[src/rtl/clk_div_prog.sv]
// rtl/clk_div_prog.sv - runtime-programmable integer clock divider with glitch-free ratio switching
//
// Purpose:
//   Divides sys_clk by a runtime-programmable integer ratio N in [2, 2^CNT_W-1].
//   clk_out is high for ceil(N/2) cycles and low for floor(N/2) cycles of each
//   period. tick is a one-cycle clock enable at each period start.
//   A new ratio may be loaded at any time. It only takes effect at a period
//   boundary, so clk_out never carries a runt pulse.
//
// Ports:
//   sys_clk    in   system clock, all logic on the rising edge
//   sys_rst    in   asynchronous active-high reset
//   en         in   count enable; 0 freezes the divider phase and outputs
//   div_val    in   requested ratio N (values below 2 are clamped to 2)
//   div_load   in   one-cycle strobe; captures div_val as the pending ratio
//   clk_out    out  divided clock (registered)
//   tick       out  one-cycle pulse with each clk_out rising edge (registered)
//   div_active out  ratio currently in effect
//   load_ack   out  one-cycle pulse in the cycle a pending ratio takes effect

module clk_div_prog #(
    parameter int CNT_W       = 8,
    parameter int DIV_DEFAULT = 6
) (
    input  logic             sys_clk,
    input  logic             sys_rst,
    input  logic             en,
    input  logic [CNT_W-1:0] div_val,
    input  logic             div_load,
    output logic             clk_out,
    output logic             tick,
    output logic [CNT_W-1:0] div_active,
    output logic             load_ack
);

    localparam logic [CNT_W-1:0] ONE  = CNT_W'(1);
    localparam logic [CNT_W-1:0] TWO  = CNT_W'(2);
    localparam logic [CNT_W-1:0] ZERO = '0;

    // Reset ratio; ratios below 2 cannot produce both a high and a low phase.
    localparam logic [CNT_W-1:0] DIV_RST = (DIV_DEFAULT < 2) ? CNT_W'(2) : CNT_W'(DIV_DEFAULT);

    // Phase counter 0..N-1 and pending-ratio holding register.
    logic [CNT_W-1:0] cnt;
    logic [CNT_W-1:0] pend_val;
    logic             pend_vld;

    // Next-state helpers.
    logic             wrap;
    logic             apply;
    logic [CNT_W-1:0] cnt_next;
    logic [CNT_W-1:0] div_eff;
    logic [CNT_W-1:0] high_len;
    logic [CNT_W-1:0] load_val;

    always_comb begin
        wrap     = (cnt == (div_active - ONE));
        cnt_next = wrap ? ZERO : (cnt + ONE);

        // The pending ratio is applied only on an enabled wrap, and only if it
        // was already pending before this edge; a load on this same edge waits.
        apply    = en && wrap && pend_vld;

        // The high-phase length of the period that starts at this edge comes
        // from the ratio that will be in effect for that period.
        div_eff  = apply ? pend_val : div_active;
        high_len = div_eff - (div_eff >> 1);

        load_val = (div_val < TWO) ? TWO : div_val;
    end

    // Divider phase and registered outputs.
    always_ff @(posedge sys_clk or posedge sys_rst) begin
        if (sys_rst) begin
            cnt        <= DIV_RST - ONE;
            div_active <= DIV_RST;
            clk_out    <= 1'b0;
            tick       <= 1'b0;
            load_ack   <= 1'b0;
        end else if (en) begin
            cnt      <= cnt_next;
            clk_out  <= (cnt_next < high_len);
            tick     <= (cnt_next == ZERO);
            load_ack <= apply;
            if (apply) begin
                div_active <= pend_val;
            end
        end else begin
            // Frozen: phase, level and ratio hold; strobes are suppressed.
            tick     <= 1'b0;
            load_ack <= 1'b0;
        end
    end

    // Pending ratio capture works regardless of en. A load coinciding with an
    // application replaces the value just consumed and stays pending.
    always_ff @(posedge sys_clk or posedge sys_rst) begin
        if (sys_rst) begin
            pend_val <= DIV_RST;
            pend_vld <= 1'b0;
        end else if (div_load) begin
            pend_val <= load_val;
            pend_vld <= 1'b1;
        end else if (apply) begin
            pend_vld <= 1'b0;
        end
    end

endmodule

[config.mk]
export PLATFORM = sky130hd
export DESIGN_NAME = clk_div_prog
export DESIGN_NICKNAME = d
export VERILOG_FILES = /design/src/rtl/clk_div_prog.sv
export SDC_FILE = /design/constraint.sdc
export NUM_CORES = 1
export LEC_CHECK = 0
export CAP_MARGIN = 10
export CORE_MARGIN = 8
export CORE_UTILIZATION = 60
export CTS_CLUSTER_SIZE = 12
export DETAILED_ROUTE_END_ITERATION = 16
export MAX_ROUTING_LAYER = met4
export PLACE_DENSITY_LB_ADDON = 0.05
export SLEW_MARGIN = 20
export SYNTH_ARGS = -nofsm -noshare
export SYNTH_HDL_FRONTEND = slang
export SYNTH_SLANG_ARGS = --single-unit
[constraint.sdc]
create_clock -name sys_clk -period 14.4 [get_ports sys_clk]
set_input_delay 2.16 -clock sys_clk [delete_from_list [all_inputs] [get_ports sys_clk]]
set_output_delay 2.16 -clock sys_clk [all_outputs]
set_load 0.03 [all_outputs]
After elaboration in Yosys (flattened, before gate mapping) --
Index checks and enable logic that the tools add are counted.
Operators by class: mux-type cells 7, $lt $le $gt $ge 2, add/sub/neg operators 3, equality and inequality tests 1, reductions and logical operators 4
Operator list (number):
- $mux 8 | 3
- $add 8x1->8 const B | 1
- $eq 8x8->1 | 1
- $logic_not 8->1 | 1
- $lt 8x2->1 const B | 1
- $lt 8x8->1 | 1
- $sub 8x1->8 const B | 1
- $sub 8x7->8 | 1
- $mux 1 | 4
- $logic_and 1x1->1 | 2
- $reduce_bool 2->1 | 1
Storage, ports and cells: register bits 28, logic and storage cells 24, input bits 12

Depth between registers and ports, before layout --
Gate-level depths: netlist of run 1.
depth after elaboration 7, mapped depth 25

Worst setup path after synthesis of run 1 --
Ideal clock, no wire load.
path kind input-to-reg, from in en, to reg clk_out, data arrival time 5.599 ns, setup slack 8.719 ns, stages 22, path buffers 1, cells stage by stage nand2_1 -> a31oi_1 -> nand3_2 -> buf_2 -> inv_1 -> nand2_1 -> o21ai_0 -> ha_1 -> inv_1 -> fa_1 -> a21oi_1 -> maj3_1 -> and4_1 -> a211oi_1 -> o311ai_1 -> xor2_1 -> ha_1 -> a21oi_1 -> o22ai_1 -> nor3b_1 -> o21ai_0 -> a31oi_1
Between the ends: longest elaborated chain between the ends 5
Ends and longest elaborated chain:
- from (decl) | line 27 | input logic en,
- $logic_and 1x1->1 (2 in series) | line 62 | apply = en && wrap && pend_vld;
- $mux 8
- named net div_eff[1] | line 52 | logic [CNT_W-1:0] div_eff;
- $sub 8x7->8 | line 67 | high_len = div_eff - (div_eff >> 1);
- $lt 8x8->1 | line 82 | clk_out <= (cnt_next < high_len);
- to (signal assigned) | line 82
- to (decl) | line 30 | output logic clk_out,
The timed path passes the listed nets, and every way through them passes these cells. A chain may end at the register's enable or synchronous reset.

Worst setup path in the final report of run 1 --
Same ends and word-level chain as after synthesis.

==> summary.txt, run 1 <==
Routing
  • Vias per inst: 5.936
  • DR pass1 iterations: 4
  • WL/cell: 15.09 um
  • Met2 WL post-DR: 2311 um
  • Met1 wire length: 2222 um
  • DRC Markers: 0
  • Routed WL: 4723 um
  • Highest routed layer: met4
  • Iteration-0 DRC Markers: 91
  • Final ANT Viol Nets: 0
  • Met3 Routed Length: 135 um
  • Vias: 1858

Synth
  • Top FF cell, synth: dfrtp_1
  • Post-synth top area share: 24.73%
  • Synthesized cell area: 2226 um^2
  • Synth unique cells: 49
  • Ys async rst share: 100.0%
  • Sequential area share after synthesis: 31.82%
  • Yosys top cell by area: dfrtp_1
  • EDFF count, synth: 0
  • Avg Cell Area, Syn: 8.729 um^2
  • Largest cells by area after synthesis: dfrtp_1 (25%), ha_1 (7.9%), dfstp_2 (7.1%), xnor2_1 (5.9%), o21ai_0 (4.3%)
  • Synthesized flop and latch total: 28
  • Syn. warnings: 0
  • Net Count, Synth: 282
  • Synth Instances: 255

Job
  • Max-Cap Viols: 0

Finish
  • Commonest cells after routing, fill and taps aside: inv_1 (22), dfrtp_1 (22), clkdlybuf4s50_1 (22)
  • Final net count: 293
  • N_diodes: 0
  • Final instance area: 2504 um^2
  • Area grow syn2layout: 12.48%
  • Layout cells sized above 1: 9.057%

Clock network
  • Clock root cell: clkbuf_8
  • CTS Buf Count: 3
  • Clock slew at reported path FFs: 0.10 ns
  • Clock Path Buffers: 2
  • Postcts setup bufs: 0
  • Clk sink count: 28
  • CTS tree: built
  • Worst-Skew Late Latency: 0.28 ns
  • Hold Buf Count CTS: 0
  • Htree depth: 1
  • Cts repair resizes: 0

STA
  • Number of hold violations in the final report: 0
  • Endpoints failing setup: 0
  • Period utilization: 47.19%
  • Max-slew violations: 0
  • Setup TNS: 0 ns
  • RSZ-0062 raised after global routing: false
  • Tmin final: 6.795 ns
  • Worst-margin pin slew: 0.5799 ns
  • Max Freq: 147.2 MHz
  • Slew HR: 61.28%
  • Worst Skew: 0.003066 ns

Global route
  • First-pass GRT wire length: 8280 um
  • Pin count of the biggest net entering global routing: 29
  • Grt total ovfl: 0
  • Initial antenna violation count: 0
  • Vias in the first global route: 1812
  • Total GRT Usage: 17.09%

Die
  • Die Ht: 76.91 um
  • Num ports: 23
  • Initial Util: 61.73%
  • Die width: 76.91 um
  • FP Rows: 22
  • CORE AREA: 3606 um^2
  • DIE AREA: 5915 um^2

Place
  • Gpl congestion: 0.8475
  • Post-DP HPWL: 3641 um
  • Port bufs: 22
  • Post-DP Area: 2432 um^2

Worst hold path
  • HP Class: reg2reg
  • Hold Crit Depth: 1
  • Hold_sp: pend_vld
  • Worst Hold Path EP: pend_vld

Power and ir drop
  • Sw Pwr: 265.1 uW
  • Internal: 309.7 uW
  • Cell Pwr Density: 229.6 nW/um^2
  • Switching part of the total power: 46.13%
  • Clk network pwr share: 11.2%
  • P_leak: 0.001096 uW
  • Sequential share of power: 25.4%
  • Max IR drop VDD: 0.1161 mV
  • Comb power frac: 63.4%
  • Total power: 574.8 uW

Critical path
  • CP endpoint kind: register
  • Setup CP Type: in2reg
  • RR Endpoint: clk_out
  • R2r startpoint: div_active[1]
  • CP max FO: 26
  • R2R setup slack: 8.96 ns
  • Crit path DAT: 7.01 ns
  • Crit path launch type: primary input
  • Data required, critical path: 14.61 ns
  • Worst reg-to-reg path cell count: 24

Run status
  • Status: finished, final reports clean
## power by group through the flow
| stage | logic, uW | registers [uW] | clock network [uW] |
|---|---|---|---|
| 2_1_floorplan | 292 | 138 | 0 |
| 3_3_place_gp | 359 | 147 | 0 |
| 3_5_place_dp | 363 | 147 | 0 |
| 4_1_cts | 366 | 146 | 65.7 |
| 5_1_grt | 413 | 151 | 67.3 |
| 6_report | 364 | 146 | 64.5 |
## cell usage after synthesis (all sizes together), types with 2 or more instances
library cell	n
nand4	5
buf	11
or3	3
o41ai	2
nor2	11
a221oi	2
inv	23
and3	3
nand3b	3
o21ai	19
o31ai	5
dfrtp	22
nand2b	3
xnor2	15
o22ai	2
dfstp	6
nor3	4
nand3	7
maj3	2
nor4	2
xor2	9
ha	14
nor2b	6
clkbuf	5
a21o	4
a31oi	4
o211ai	2
mux2	8
a21oi	11
nor3b	3
nand2	21
mux2i	4
## how the worst max path moves through the flow
stage	from	end	slack [ns]	cells after the start
detailed placement	en	clk_out	7.31	22
global placement	en	clk_out	7.50	22
global route	en	clk_out	7.13	22
floorplan	en	clk_out	8.72	22
CTS	en	clk_out	7.61	22
finish	en	clk_out	7.60	22
## cells by family (layout without fill, tap and decap cells)
group / after synthesis / after routing / synth area share [%]
XOR/XNOR: 24 / 24 / 9.444
AND/OR/NAND/NOR: 76 / 76 / 19.28
adder cells (fa/ha/maj): 17 / 17 / 9.669
buffers and inverters: 39 / 49 / 7.195
flip-flops: 28 / 28 / 31.82
AO/OA/AOI/OAI: 59 / 59 / 16.75
multiplexers: 12 / 12 / 5.846
## flip-flops by register name, summed over array words and instances, names as in the netlist
register	count
cnt	8
div_active	8
pend_val	8
clk_out	1
load_ack	1
pend_vld	1
tick	1
## critical path, stage by stage
cell and delay (ns):
clkdlybuf4s50_1 0.79, nand2_1 0.09, a31oi_1 0.22, nand3_2 0.41, inv_1 0.26, nand2_1 0.11
o21ai_0 0.20, ha_1 0.25, inv_1 0.05, fa_1 0.39, a21oi_1 0.21, maj3_1 0.20
and4_1 0.21, a211oi_1 0.06, o311ai_1 0.30, xor2_1 0.18, ha_1 0.25, a21oi_1 0.15
o22ai_1 0.10, nor3b_1 0.17, o21ai_0 0.10, a31oi_1 0.13
## metal layers
metal  up-vias  GRT usage [%]
met2        33          28.38
met1       907          20.96
li1        912              -
met5         -              -
met3         6          2.797
met4         0          4.423
## final cells by class
| type | instances | area (um^2) |
|---|---|---|
| Tap cell | 48 | 60.06 |
| Clock inverter | 1 | 30.03 |
| Multi-Input combinational cell | 188 | 1358 |
| Clock buffer | 3 | 41.29 |
| Fill cell | 309 | 1102 |
| Timing Repair Buffer | 22 | 220.2 |
| Sequential cell | 28 | 708.2 |
| Inverter | 23 | 86.33 |
## through the flow
step                hold WS (ns)  setup slack, ns  instances  util, %
floorplan                 0.4501            8.719        255        -
global placement          0.5000            7.495        309    67.45
detailed placement        0.5008            7.308        309    67.45
CTS                       0.5255            7.611        313    69.43
global route              0.5408            7.128        313    69.43
finish                    0.5365            7.605        313    69.43
(Power assumes the default switching activity.)
==> inputs of run 2 (changes only) <==
--- a/config.mk
+++ b/config.mk
@@ -7,7 +7,7 @@
 export LEC_CHECK = 0
 export CAP_MARGIN = 10
 export CORE_MARGIN = 8
-export CORE_UTILIZATION = 60
+export CORE_UTILIZATION = 52
 export CTS_CLUSTER_SIZE = 12
 export DETAILED_ROUTE_END_ITERATION = 16
 export MAX_ROUTING_LAYER = met4
==> constraint.sdc (replaced) <==
create_clock -name sys_clk -period 5.6 [get_ports sys_clk]
set_input_delay 0.84 -clock sys_clk [delete_from_list [all_inputs] [get_ports sys_clk]]
set_output_delay 0.84 -clock sys_clk [all_outputs]
set_load 0.03 [all_outputs]
==> run 2 against run 1 <==
  * Register-to-register slack lost 8.5 ns
  * Critical path type is now reg2reg
  * Via count fell by 2.0%
  * Power rose to 2.5 times the previous value
  * Clock-buffer cell count is 1 higher
  * Final area rose by 0.35%
==> summary.txt, run 2 (synthesized netlist as in run 1, its figures left out) <==
Run status
  • Status: finished, final reports clean

Clock network
  • CTS tree: built
  • Hold Buf Count CTS: 0 (unchanged)
  • Worst-Skew Late Latency: 0.28 ns (about the same)
  • CTS Buf Count: 3 (unchanged)
  • Htree depth: 1 (unchanged)
  • Postcts setup bufs: 0 (unchanged)
  • Clk sink count: 28 (unchanged)
  • Clock slew at reported path FFs: 0.10 ns (about the same)
  • Clock root cell: clkbuf_8
  • Clock Path Buffers: 2 (unchanged)
  • Cts repair resizes: 0 (unchanged)

Global route
  • Pin count of the biggest net entering global routing: 29 (unchanged)
  • Vias in the first global route: 1737 (-4.1%)
  • Grt total ovfl: 0 (unchanged)
  • Total GRT Usage: 16.01% (-1.1 points)
  • First-pass GRT wire length: 8211 um (-0.83%)
  • Initial antenna violation count: 0 (unchanged)

Die
  • CORE AREA: 4058 um^2 (+13%)
  • Die width: 81.43 um (+5.9%)
  • Die Ht: 81.43 um (+5.9%)
  • FP Rows: 23 (+4.5%)
  • DIE AREA: 6630 um^2 (+12%)
  • Num ports: 23 (unchanged)
  • Initial Util: 54.86% (-6.9 points)

STA
  • Worst-margin pin slew: 0.5698 ns (-0.01010 ns)
  • Endpoints failing setup: 0 (unchanged)
  • Period utilization: 91.62%
  • Worst Skew: 0.01111 ns (+0.008042 ns)
  • Max Freq: 194.9 MHz
  • WHS: 0.5146 ns (-0.02199 ns)
  • Tmin final: 5.131 ns
  • Slew HR: 62.01% (+0.73 points)
  • Max-slew violations: 0 (unchanged)
  • RSZ-0062 raised after global routing: false
  • Number of hold violations in the final report: 0 (unchanged)
  • Setup TNS: 0 ns (unchanged)

Place
  • Post-DP HPWL: 3712 um (+2.0%)
  • Gpl congestion: 0.8403 (-0.85%)
  • Port bufs: 22 (unchanged)
  • Placed cells: 314 (+1.6%)

Power and ir drop
  • P_leak: 0.001104 uW (+0.72%)
  • Internal: 768.5 uW (+150%)
  • Total power: 1455 uW (+150%)
  • Comb power frac: 65.3% (+1.9 points)
  • Sequential share of power: 25.8% (+0.4 points)
  • Switching part of the total power: 47.19% (+1.1 points)
  • Cell Pwr Density: 579.2 nW/um^2 (+150%)
  • Clk network pwr share: 8.9% (-2.3 points)
  • Sw Pwr: 686.6 uW (+160%)
  • Max IR drop VDD: 0.2945 mV (+150%)

Finish
  • Area grow syn2layout: 12.87%
  • Largest regs: cnt: 8 flops, div_active: 8 flops, pend_val: 8 flops
  • Commonest cells after routing, fill and taps aside: inv_1 (23), dfrtp_1 (22), clkdlybuf4s50_1 (22)
  • Sequential cell area: 708.2 um^2 (unchanged)
  • Layout cells sized above 1: 9.701% (+0.64 points)
  • N_diodes: 0 (unchanged)
  • Post-layout instance count excluding filler cells: 318 (+1.6%)
  • Multi-input gate area: 1358 um^2 (unchanged)
  • Fillers: 364 (+18%)
  • Final net count: 296 (+1.0%)
  • Commonest non-fill, non-tap cell in the layout: inv_1

Worst hold path
  • HP Class: reg2reg
  • Hold Crit Depth: 1 (unchanged)
  • Worst Hold Path EP: pend_vld
  • Hold_sp: pend_vld

Critical path
  • Crit path launch type: register
  • Setup CP Type: reg2reg
  • R2r startpoint: div_active[1]
  • R2R setup slack: 0.47 ns (-8.49 ns)
  • Data required, critical path: 5.81 ns (-8.80 ns)
  • Worst reg-to-reg path cell count: 24 (unchanged)
  • CP peak stage delay: 0.58 ns (-0.21 ns)
  • CP max stage cell: dfstp_2
  • Crit path DAT: 5.34 ns (-1.67 ns)
  • CP endpoint kind: register
  • Critical-path cell list: inv_1 > ha_1 > nor2b_1 > or3_1 > a31oi_1 > nand3_2 > inv_1 > nand2_1 > o21ai_0 > ha_1 > inv_1 > fa_1 > a21oi_1 > maj3_1 > and4_1 > a211oi_1 > o311ai_1 > xor2_1 > ha_1 > a21oi_1 > o22ai_1 > nor3b_1 > o21ai_0 > a31oi_1
  • CP max FO: 8 (-69%)
  • RR Endpoint: clk_out

Routing
  • DR pass1 iterations: 4 (unchanged)
  • Iteration-0 DRC Markers: 87 (-4.4%)
  • Final ANT Viol Nets: 0 (unchanged)
  • Vias per inst: 5.726 (-3.5%)
  • WL/cell: 15.34 um (+1.7%)
  • Vias: 1821 (-2.0%)
  • Routed WL: 4878 um (+3.3%)
  • DRC Markers: 0 (unchanged)

Job
  • Max-Cap Viols: 0 (unchanged)
[run 2: critical path: cells and delay by family, from the launching register on]
| kind | cells | cell delay [ns] |
|---|---|---|
| buffers and inverters | 3 | 0.28 |
| AO/OA/AOI/OAI | 9 | 1.48 |
| adder cells (fa/ha/maj) | 5 | 1.33 |
| AND/OR/NAND/NOR | 6 | 1.19 |
| XOR/XNOR | 1 | 0.18 |
| flip-flops | 1 | 0.58 |
[run 2: worst max path at each step]
stage	startpoint	endpoint	slack (ns)	cells after the start
final	div_active[1]	clk_out	0.47	24
after global routing	div_active[1]	clk_out	0.02	24
after CTS	div_active[1]	clk_out	0.44	24
after detailed placement	en	clk_out	0.49	22
after global placement	en	clk_out	0.66	22
after floorplan	div_active[1]	clk_out	0.67	25
[run 2: metal layers]
metal | up-vias | track usage, % | wire length (um)
met5 | - | - | 0
met4 | 0 | 4.107 | 40
met3 | 4 | 2.293 | 157
met2 | 33 | 24.50 | 2185
met1 | 864 | 21.63 | 2493
li1 | 920 | - | -
[run 2: stage by stage]
stage          instance area (um^2)  setup slack [ns]  utilization, %
2_1_floorplan                  2226            0.6676               -
3_3_place_gp                   2457            0.6630           60.56
3_5_place_dp                   2457            0.4936           60.56
4_1_cts                        2512            0.4432           61.92
5_1_grt                        2512           0.02316           61.92
6_report                       2512            0.4692           61.92
[run 2: final cells by class]
type | count | area share [%]
Inverter | 23 | 3.436
Multi-Input combinational cell | 188 | 54.03
Sequential cell | 28 | 28.19
Tap cell | 50 | 2.490
Clock buffer | 4 | 2.191
Timing Repair Buffer | 25 | 9.661
[run 2: power by group through the flow]
stage / combinational (uW) / clock (uW) / sequential, uW
after floorplan: 752 / 0 / 355
after global placement: 926 / 0 / 378
after detailed placement: 941 / 0 / 378
after CTS: 952 / 134 / 374
after global routing: 1060 / 141 / 387
final: 950 / 129 / 376
==> inputs of run 3 (changes only) <==
--- a/config.mk
+++ b/config.mk
@@ -12,6 +12,7 @@
 export DETAILED_ROUTE_END_ITERATION = 16
 export MAX_ROUTING_LAYER = met4
 export PLACE_DENSITY_LB_ADDON = 0.05
+export SETUP_SLACK_MARGIN = 0.05
 export SLEW_MARGIN = 20
 export SYNTH_ARGS = -nofsm -noshare
 export SYNTH_HDL_FRONTEND = slang
==> run 3 against run 2 <==
  * Utilization is 0.15 points higher
  * Global-route usage stayed put
  * Flip-flop and latch count stayed put
  * Combinational power is 0.4% higher
  * Critical endpoint unchanged
  * Highest routed layer unchanged
  * Sequential share of layout area is 0.070 points lower
  * Clock power hardly changed
==> summary.txt, run 3 (synthesized netlist as in run 1, its figures left out) <==
Critical path
  • Setup CP Type: reg2reg
  • CP max FO: 8 (unchanged)
  • Crit path launch type: register
  • CP endpoint kind: register
  • Worst reg-to-reg path cell count: 24 (unchanged)
  • Crit path DAT: 5.32 ns (-0.02 ns)
  • Data required, critical path: 5.81 ns (about the same)
  • R2R setup slack: 0.50 ns (+0.03 ns)

Finish
  • N_diodes: 0 (unchanged)
  • Commonest cells after routing, fill and taps aside: inv_1 (23), dfrtp_1 (22), clkdlybuf4s50_1 (22)
  • Layout cells sized above 1: 10.07% (+0.37 points)
  • Commonest non-fill, non-tap cell in the layout: inv_1
  • Area grow syn2layout: 13.15%
  • Final net count: 296 (unchanged)
  • Largest regs: cnt: 8 flops, div_active: 8 flops, pend_val: 8 flops
  • Fillers: 364 (unchanged)

Clock network
  • Worst-Skew Late Latency: 0.28 ns (about the same)
  • CTS tree: built
  • Htree depth: 1 (unchanged)
  • CTS Buf Count: 3 (unchanged)
  • Clk sink count: 28 (unchanged)
  • Clock Path Buffers: 2 (unchanged)
  • Clock slew at reported path FFs: 0.10 ns (about the same)
  • Clock root cell: clkbuf_8

Power and ir drop
  • Comb power frac: 65.4% (about the same)
  • Switching part of the total power: 47.24% (+0.054 points)
  • P_leak: 0.001104 uW (about the same)
  • Sequential share of power: 25.7% (about the same)
  • Internal: 769.6 uW (+0.15%)
  • Max IR drop VDD: 0.2969 mV (+0.81%)
  • Total power: 1459 uW (+0.25%)
  • Clk network pwr share: 8.9% (about the same)
  • Sw Pwr: 689.1 uW (+0.37%)
  • Cell Pwr Density: 579.2 nW/um^2 (about the same)

Global route
  • Total GRT Usage: 16.01% (unchanged)
  • First-pass GRT wire length: 8211 um (unchanged)
  • Vias in the first global route: 1737 (unchanged)
  • Pin count of the biggest net entering global routing: 29 (unchanged)
  • Grt total ovfl: 0 (unchanged)
  • Initial antenna violation count: 0 (unchanged)

Die
  • DIE AREA: 6630 um^2 (unchanged)
  • Initial Util: 54.86% (unchanged)
  • FP Rows: 23 (unchanged)
  • Die width: 81.43 um (unchanged)
  • Num ports: 23 (unchanged)
  • Die Ht: 81.43 um (unchanged)
  • CORE AREA: 4058 um^2 (unchanged)

Place
  • Port bufs: 22 (unchanged)
  • Post-DP HPWL: 3712 um (unchanged)
  • Gpl congestion: 0.8403 (unchanged)

Routing
  • Vias: 1843 (+1.2%)
  • WL/cell: 15.38 um (+0.27%)
  • Iteration-0 DRC Markers: 103 (+18%)
  • Final ANT Viol Nets: 0 (unchanged)
  • DR pass1 iterations: 4 (unchanged)
  • Routed WL: 4891 um (+0.27%)
  • Vias per inst: 5.796 (+1.2%)
  • DRC Markers: 0 (unchanged)

Worst hold path
  • Hold Crit Depth: 2 (+1)
  • HP Class: reg2reg

STA
  • Period utilization: 91.16% (-0.46 points)
  • Number of hold violations in the final report: 0 (unchanged)
  • Max Freq: 195.9 MHz (+0.50%)
  • Tmin final: 5.105 ns (-0.02577 ns)
  • Setup TNS: 0 ns (unchanged)
  • Slew HR: 62.01% (about the same)
  • Endpoints failing setup: 0 (unchanged)
  • Max-slew violations: 0 (unchanged)
  • Worst Skew: 0.01118 ns (+0.00007330 ns)
  • Worst-margin pin slew: 0.5698 ns (-0.00006473 ns)
  • RSZ-0062 raised after global routing: false

Run status
  • Status: finished, final reports clean

Job
  • Max-Cap Viols: 0 (unchanged)
-- run 3: cell count changes in the layout (fill, tap and decap cells not counted) --
cell,before,now
a31oi_1,4,3
a31oi_2,0,1
-- run 3: metrics by stage --
stage	area [um^2]	std cells	hold slack, ns	utilization (%)	setup slack, ns
after floorplan	2226	255	0.4501	-	0.6676
after global placement	2457	314	0.4918	60.56	0.6630
after detailed placement	2457	314	0.4920	60.56	0.4936
after CTS	2512	318	0.5165	61.92	0.4432
after global routing	2519	318	0.5436	62.07	0.09062
final	2519	318	0.5152	62.07	0.4950
-- run 3: power by group through the flow --
stage / clock network, uW / registers (uW) / logic, uW
2_1_floorplan: 0 / 355 / 752
3_3_place_gp: 0 / 378 / 926
3_5_place_dp: 0 / 378 / 941
4_1_cts: 134 / 374 / 952
5_1_grt: 141 / 387 / 1060
6_report: 129 / 375 / 954
-- run 3: layer usage --
| layer | share of wire (%) | wire length (um) | vias up | global-route usage, % |
|---|---|---|---|---|
| met5 | 0 | 0 | - | - |
| met4 | 0.82 | 40 | 0 | 4.107 |
| met3 | 2.6 | 129 | 4 | 2.293 |
| met2 | 45 | 2202 | 27 | 24.50 |
| met1 | 51 | 2518 | 888 | 21.63 |
| li1 | - | - | 924 | - |
-- run 3: area by class of cell --
| type | count | area [um^2] | share of cell area (%) |
|---|---|---|---|
| Timing Repair Buffer | 25 | 242.7 | 9.637 |
| Clock buffer | 4 | 55.05 | 2.186 |
| Sequential cell | 28 | 708.2 | 28.12 |
| Multi-Input combinational cell | 188 | 1364 | 54.15 |
| Inverter | 23 | 86.33 | 3.428 |
| Tap cell | 50 | 62.56 | 2.484 |
-- run 3: timing repair --
| item | in CTS | in global routing |
|---|---|---|
| hold buffers | 0 | 0 |
| endpoints found under the setup margin | 0 | 1 |
| gates resized for setup | 0 | 1 |
| setup buffers | 0 | 0 |
-- run 3: critical path: stages, from the launching register on --
cell      delay [ns]
dfstp_2         0.58
inv_1           0.08
ha_1            0.22
nor2b_1         0.16
or3_1           0.38
a31oi_2         0.20
nand3_2         0.19
inv_1           0.15
nand2_1         0.07
o21ai_0         0.17
ha_1            0.25
inv_1           0.05
fa_1            0.40
a21oi_1         0.22
maj3_1          0.20
and4_1          0.21
a211oi_1        0.06
o311ai_1        0.29
xor2_1          0.19
ha_1            0.26
a21oi_1         0.16
o22ai_1         0.10
nor3b_1         0.19
o21ai_0         0.10
a31oi_1         0.14
-- run 3: path summary, 6_finish.rpt --
kind                                 end          start
setup / recovery                 clk_out  div_active[1]
max in group asynchronous    pend_val[2]        sys_rst
setup reg to reg                 clk_out  div_active[1]
min in group asynchronous       pend_vld        sys_rst
hold / removal             div_active[1]    pend_val[1]
hold reg to reg            div_active[1]    pend_val[1]
